**src/rtl/id_ex_operand_reg.sv**
```systemverilog
// rtl/id_ex_operand_reg.sv - ID/EX pipeline register with MEM/WB operand forwarding
module id_ex_operand_reg #(
  parameter int WIDTH   = 32,
  parameter int RADDR_W = 5
) (
  input  logic               clk,
  input  logic               reset,
  input  logic               stall,
  input  logic               flush,
  input  logic [WIDTH-1:0]   id_pc,
  input  logic [RADDR_W-1:0] id_rs_addr,
  input  logic [RADDR_W-1:0] id_rt_addr,
  input  logic [WIDTH-1:0]   id_rs_data,
  input  logic [WIDTH-1:0]   id_rt_data,
  input  logic [WIDTH-1:0]   id_imm,
  input  logic [4:0]         id_shamt,
  input  logic [2:0]         id_alu_op,
  input  logic               id_a_sel,
  input  logic               id_b_sel,
  input  logic [RADDR_W-1:0] id_wr_addr,
  input  logic               id_reg_write,
  input  logic               mem_reg_write,
  input  logic [RADDR_W-1:0] mem_wr_addr,
  input  logic [WIDTH-1:0]   mem_fwd_data,
  input  logic               wb_reg_write,
  input  logic [RADDR_W-1:0] wb_wr_addr,
  input  logic [WIDTH-1:0]   wb_wr_data,
  output logic [WIDTH-1:0]   ex_a,
  output logic [WIDTH-1:0]   ex_b,
  output logic [2:0]         ex_alu_op,
  output logic [WIDTH-1:0]   ex_rt_fwd,
  output logic [WIDTH-1:0]   ex_pc,
  output logic [RADDR_W-1:0] ex_wr_addr,
  output logic               ex_reg_write,
  output logic               ex_valid
);

  // All-zero contents double as the bubble: alu_op 0, no write, not valid.
  typedef struct packed {
    logic [WIDTH-1:0]   pc;
    logic [RADDR_W-1:0] rs_addr;
    logic [RADDR_W-1:0] rt_addr;
    logic [WIDTH-1:0]   rs_data;
    logic [WIDTH-1:0]   rt_data;
    logic [WIDTH-1:0]   imm;
    logic [4:0]         shamt;
    logic [2:0]         alu_op;
    logic               a_sel;
    logic               b_sel;
    logic [RADDR_W-1:0] wr_addr;
    logic               reg_write;
    logic               valid;
  } stage_t;

  stage_t stage_q, stage_d;

  logic wb_hits_rs, wb_hits_rt;
  logic [WIDTH-1:0] fwd_rs, fwd_rt;

  // A WB write to a held source register would otherwise be lost once the
  // producer retires, so a stalled stage absorbs it into its latched data.
  assign wb_hits_rs = wb_reg_write && (wb_wr_addr != '0) && (wb_wr_addr == stage_q.rs_addr);
  assign wb_hits_rt = wb_reg_write && (wb_wr_addr != '0) && (wb_wr_addr == stage_q.rt_addr);

  // Next-state selection: flush beats stall beats load.
  always_comb begin
    stage_d = stage_q;
    if (flush) begin
      stage_d = '0;
    end else if (stall) begin
      if (wb_hits_rs) stage_d.rs_data = wb_wr_data;
      if (wb_hits_rt) stage_d.rt_data = wb_wr_data;
    end else begin
      stage_d.pc        = id_pc;
      stage_d.rs_addr   = id_rs_addr;
      stage_d.rt_addr   = id_rt_addr;
      stage_d.rs_data   = id_rs_data;
      stage_d.rt_data   = id_rt_data;
      stage_d.imm       = id_imm;
      stage_d.shamt     = id_shamt;
      stage_d.alu_op    = id_alu_op;
      stage_d.a_sel     = id_a_sel;
      stage_d.b_sel     = id_b_sel;
      stage_d.wr_addr   = id_wr_addr;
      stage_d.reg_write = id_reg_write;
      stage_d.valid     = 1'b1;
    end
  end

  // Pipeline register with synchronous reset.
  always_ff @(posedge clk) begin
    if (reset) stage_q <= '0;
    else       stage_q <= stage_d;
  end

  // Forwarding muxes: $0 never forwarded, MEM is younger so it wins over WB.
  always_comb begin
    fwd_rs = stage_q.rs_data;
    fwd_rt = stage_q.rt_data;
    if (stage_q.rs_addr != '0) begin
      if (mem_reg_write && (mem_wr_addr == stage_q.rs_addr))     fwd_rs = mem_fwd_data;
      else if (wb_reg_write && (wb_wr_addr == stage_q.rs_addr))  fwd_rs = wb_wr_data;
    end
    if (stage_q.rt_addr != '0) begin
      if (mem_reg_write && (mem_wr_addr == stage_q.rt_addr))     fwd_rt = mem_fwd_data;
      else if (wb_reg_write && (wb_wr_addr == stage_q.rt_addr))  fwd_rt = wb_wr_data;
    end
  end

  assign ex_a         = stage_q.a_sel ? {{(WIDTH-5){1'b0}}, stage_q.shamt} : fwd_rs;
  assign ex_b         = stage_q.b_sel ? stage_q.imm : fwd_rt;
  assign ex_rt_fwd    = fwd_rt;
  assign ex_alu_op    = stage_q.alu_op;
  assign ex_pc        = stage_q.pc;
  assign ex_wr_addr   = stage_q.wr_addr;
  assign ex_reg_write = stage_q.reg_write;
  assign ex_valid     = stage_q.valid;

endmodule

```
**config.mk**
```make
export PLATFORM = sky130hd
export DESIGN_NAME = id_ex_operand_reg
export DESIGN_NICKNAME = d
export VERILOG_FILES = /design/src/rtl/id_ex_operand_reg.sv
export SDC_FILE = /design/constraint.sdc
export NUM_CORES = 1
export LEC_CHECK = 0
export ABC_AREA = 1
export BUFFER_PORTS_ARGS = -buffer_cell sky130_fd_sc_hd__buf_2
export CORE_ASPECT_RATIO = 0.8
export CORE_UTILIZATION = 35
export CTS_CLUSTER_SIZE = 8
export DETAILED_ROUTE_END_ITERATION = 12
export PLACE_DENSITY = 0.73
export SLEW_MARGIN = 20
export SYNTH_ARGS = -nofsm -noshare
export SYNTH_HDL_FRONTEND = slang
export SYNTH_SLANG_ARGS = --single-unit
export TNS_END_PERCENT = 5
```
**constraint.sdc**
```tcl
create_clock -name clk -period 4.2 [get_ports clk]
set_clock_uncertainty 0.15 [all_clocks]
set_input_delay 0.42 -clock clk [delete_from_list [all_inputs] [get_ports clk]]
set_output_delay 0.42 -clock clk [all_outputs]
set_load 0.02 [all_outputs]
```
=== After elaboration in Yosys (flattened, before gate mapping) ===
Cells that the tools add are included.
W data, S select, Z words.

* Reduce and logical (&&, ||, !) cells: 11
* Eq/ne operators: 6
* Multiplexer cells: 11

{| class="wikitable"
|+ Operators by type and width
! operator !! count
|-
| $mux W32 || 10
|-
| $mux W64 || 1
|-
| $eq A5 B5 Y1 || 4
|-
| $reduce_bool A5 Y1 || 3
|-
| $logic_and A1 B1 Y1 || 7
|-
| $ne A2 B1 Y1 const B || 2
|-
| $reduce_or A2 Y1 || 1
|}

* Register bits: 155
* Logic and storage cells: 41
* Output and inout port bits: 138
* Input port bits: 234

=== Logic depth before layout (Yosys ltp) ===
* Depth after elaboration: 6
* Gate-level depth with buffers: 12
* Depth with buffers taken out: 10

=== Worst setup path before layout ===
No wires, ideal clock.

* Path kind: input port to output port
* Start: input port mem_wr_addr[0]
* End: output port ex_a[3]
* Setup slack: 1,972 ps
* Stages on the path: 11
* Arrival time: 1,658 ps
* Data required time: 3,630 ps
* Path through: inv_1 > nand2_1 > nand2_1 > nor2_2 > nand3_4 > nand2_1 > nand2_1 > buf_2 > nand2_1 > nand2_1 > o21bai_1

* Word-level cells in the longest chain between the ends: 5

{| class="wikitable"
|+ RTL lines
! item !! line !! RTL
|-
| start: declaration || 23 || <nowiki>input logic [RADDR_W-1:0] mem_wr_addr,</nowiki>
|-
| $eq A5 B5 Y1 || 101 || <nowiki>if (mem_reg_write && (mem_wr_addr == stage_q.rs_addr)) fwd_rs = mem_fwd_data;</nowiki>
|-
| $logic_and A1 B1 Y1 || 101 ||
|-
| $mux W32 || 101 ||
|-
| $mux W32 || 100 || <nowiki>if (stage_q.rs_addr != '0) begin</nowiki>
|-
| $mux W32 || 110 || <nowiki>assign ex_a = stage_q.a_sel ? {{(WIDTH-5){1'b0}}, stage_q.shamt} : fwd_rs;</nowiki>
|-
| end: declaration || 28 || <nowiki>output logic [WIDTH-1:0] ex_a,</nowiki>
|}

No other way between the ends.

=== Final worst setup path ===
* Start: register stage_q[118] in the netlist's numbering
* End: output port ex_a[7]

* Word-level cells in the longest chain between the ends: 6
* Elaborated cells on any way between the ends: 9
* Classes of those cells: eq/ne: 2; mux: 4; reduce/logical: 3

{| class="wikitable"
|+ RTL lines
! item !! line !! RTL
|-
| start: declaration || 55 || <nowiki>stage_t stage_q, stage_d;</nowiki>
|-
| start signal: assignment || 93 || <nowiki>else stage_q <= stage_d;</nowiki>
|-
| $eq A5 B5 Y1 || 102 || <nowiki>else if (wb_reg_write && (wb_wr_addr == stage_q.rs_addr)) fwd_rs = wb_wr_data;</nowiki>
|-
| $logic_and A1 B1 Y1 || 102 ||
|-
| $mux W32 || 102 ||
|-
| $mux W32 || 101 ||
|-
| $mux W32 (*) || 100 ||
|-
| $mux W32 (*) || 110 ||
|}

Every way passes the cells marked *; elsewhere a longest branch is shown, timed or not.

==> results.cfg <==
[placed_design]
portBuffers = 371
dp_slack_ps = 896
placed_cells = 2187
gp_congestion = 0.901
hpwl_um = 25900

[timing]
fmax_mhz = 273
tns_ps = 0
fin_crit_sh_pct = 87.3
min_period_ps = 3670
worstMarginPinSlew_ps = 1130
hold_violations = 0
slew_violations = 0
relSlewSlack_pct = 24.5
worst_slack_ps = 533
setup_viol = 0
grt_setup_unrepaired = false

[setup_path]
path_buf_inv = 3
cp_slowest_cell = clkinv_2
worstSetupPathType = flip-flop to output pin
cpPeakStageDelay_ps = 460
worst-path-stages = 11
crit_family = simple AND/OR/NAND/NOR gates
end_kind = output pin
r2r_start = stage_q[118]
cp-endpoint = ex_a[7]
r2r_slack_ps = 1550
crit_fanout = 34
critPathMostFrequentCell = nand2_1
startpoint_type = flip-flop
reg2regPathDepth = 9
cp.required_ps = 3630
worstSetupStartpoint = stage_q[118]
r2r_end = stage_q[95]
path_cells = inv_1, nand2_1, nand2_1, nor2_4, nand3_4, nand2_1, nand2_1, clkinv_2, o21ai_0, nor2_1, buf_2
cp_data_arrival_time_ps = 3100

[drt]
wl_per_cell_um = 16.3
vias = 11001
vias_per_cell = 4.94
drc = 0
firstDrtPassIters = 8
drt-initial-drc-count = 939
ant_nets = 0
routed_wl_um = 36300

[grt]
track_usage_pct = 26.3
grt_first_pass_wirelength_um = 54800
grt-ovfl-total = 0
grt_pass1_vias = 10159
antenna_found_initial = 8
grt_max_degree = 85

[clocking]
cts_buffers = 17
cts_setup_buffers = 0
root_buffer = clkbuf_16
cts_buffer_depth = 2
cts_resized = 0
clock-sinks = 155
cts_htree_levels = 4
holdBufCountCts = 0
clkLatencyLatePin_ps = 440
clkSlewWorstSetupHoldPaths_ps = 80
cts_tree = done

[power_and_ir_drop]
p_leak_uw = 0.00612
ir_drop_mv = 0.220
p_per_area_nw_per_um2 = 341

[synthesis]
synth_cell_types = 25
synth_area_um2 = 9280
yosysWarnings = 0
synthTopCellsByArea = dfxtp_1, nand2_1, nor2_1
synth_nets = 1822
ys_seq_area_share_pct = 33.4
async_flop_share_pct = 0
netlist.area_leader.share_pct = 33.4
synthCells = 1588
synth_edf_count = 0
synth_top_cell_by_area = dfxtp_1
synth_seq_cells = 155
yosysMostFrequentCell = nand2_1
ys.flop_type = dfxtp_1
avgSynthCellArea_um2 = 5.85
synthTopCellsByCount = nand2_1, nor2_1, dfxtp_1, a21oi_1, inv_1

[finish]
synthToLayoutAreaGrowth_pct = 25.1
final_nets = 2089
instances_no_fill = 2226
drive_above_1_share_pct = 23.2

[floorplan]
dieArea_um2 = 27200
start_util_pct = 36.1
die_x_um = 184
fp.dieH_um = 148
coreArea_um2 = 25700
rows = 52
ios = 372

[worst_hold_path]
hold_class = primary input to flip-flop

[flow_run]
maxCapViolations = 0

[outcome]
status = complete, no violations
==> per-layer routing <==
layer  track usage, %  share of wire (%)  up-vias
met5                0              0.063        -
met1             32.3                 40     4886
met3             6.95                 10       90
met4             13.2                3.8        4
li1                 -                  -     5422
met2             42.5                 45      599
==> worst min-delay path, stage by stage <==
cell and delay [ps]:
buf_2 90, nand2_1 50, a21oi_1 50
==> power by group <==
group / leakage (uW) / internal (uW) / switching, uW / total, uW
sequential: 0.00126 / 1520 / 28.9 / 1550
clock: 0.000295 / 953 / 712 / 1670
combinational: 0.00456 / 256 / 493 / 749
==> through the flow <==
step	area, um^2	total power (uW)	util [%]	hold slack, ps
after floorplan	9280	2030	-	286
after detailed placement	11000	2320	42.7	302
after global placement	11000	2320	42.7	289
final	11600	3960	45.2	76.8
after global routing	11600	4150	45.1	64.2
after CTS	11600	4000	45.1	50.2
==> sequential cells by signal, indices dropped and copies added, names as in the netlist <==
signal / count
ex_alu_op: 3
ex_pc: 32
ex_reg_write: 1
ex_valid: 1
ex_wr_addr: 5
stage_q: 113
==> cells by family after synthesis <==
logic type      synth area share, %
flops                          33.4
compound gates                 15.7
buf+inv                        13.6
simple gates                   37.3
==> cell type report <==
class                           instances  area, um^2
Clock buffer                           18         429
Antenna cell                            7        17.5
Fill cell                            2751       14100
Tap cell                              351         439
Multi-Input combinational cell       1160        4940
Clock inverter                         14         183
Inverter                              135         513
Timing Repair Buffer                  386        1990
Sequential cell                       155        3100
==> how the worst min path moves through the flow <==
stage             startpoint       endpoint  slack (ps)  cells after the start
6_report           id_pc[15]      ex_pc[15]          80                      3
5_1_grt            id_pc[26]      ex_pc[26]          60                      3
4_1_cts           id_imm[26]    stage_q[43]          50                      3
3_5_place_dp   ex_wr_addr[2]  ex_wr_addr[2]         300                      2
3_3_place_gp        ex_pc[1]       ex_pc[1]         290                      2
2_1_floorplan   stage_q[112]   stage_q[112]         290                      2
==> layout by cell type, fill, tap and decap left out, types with 25 or more instances in the layout <==
cell,netlist,routed
o21ai_0,107,107
nand3_1,41,40
and2_1,32,32
buf_2,22,370
o21ai_1,25,25
inv_1,129,126
a21oi_1,149,149
dfxtp_1,155,154
nor2_1,206,205
nand2_1,580,579
No activity file was read; power rests on OpenSTA's default activity.
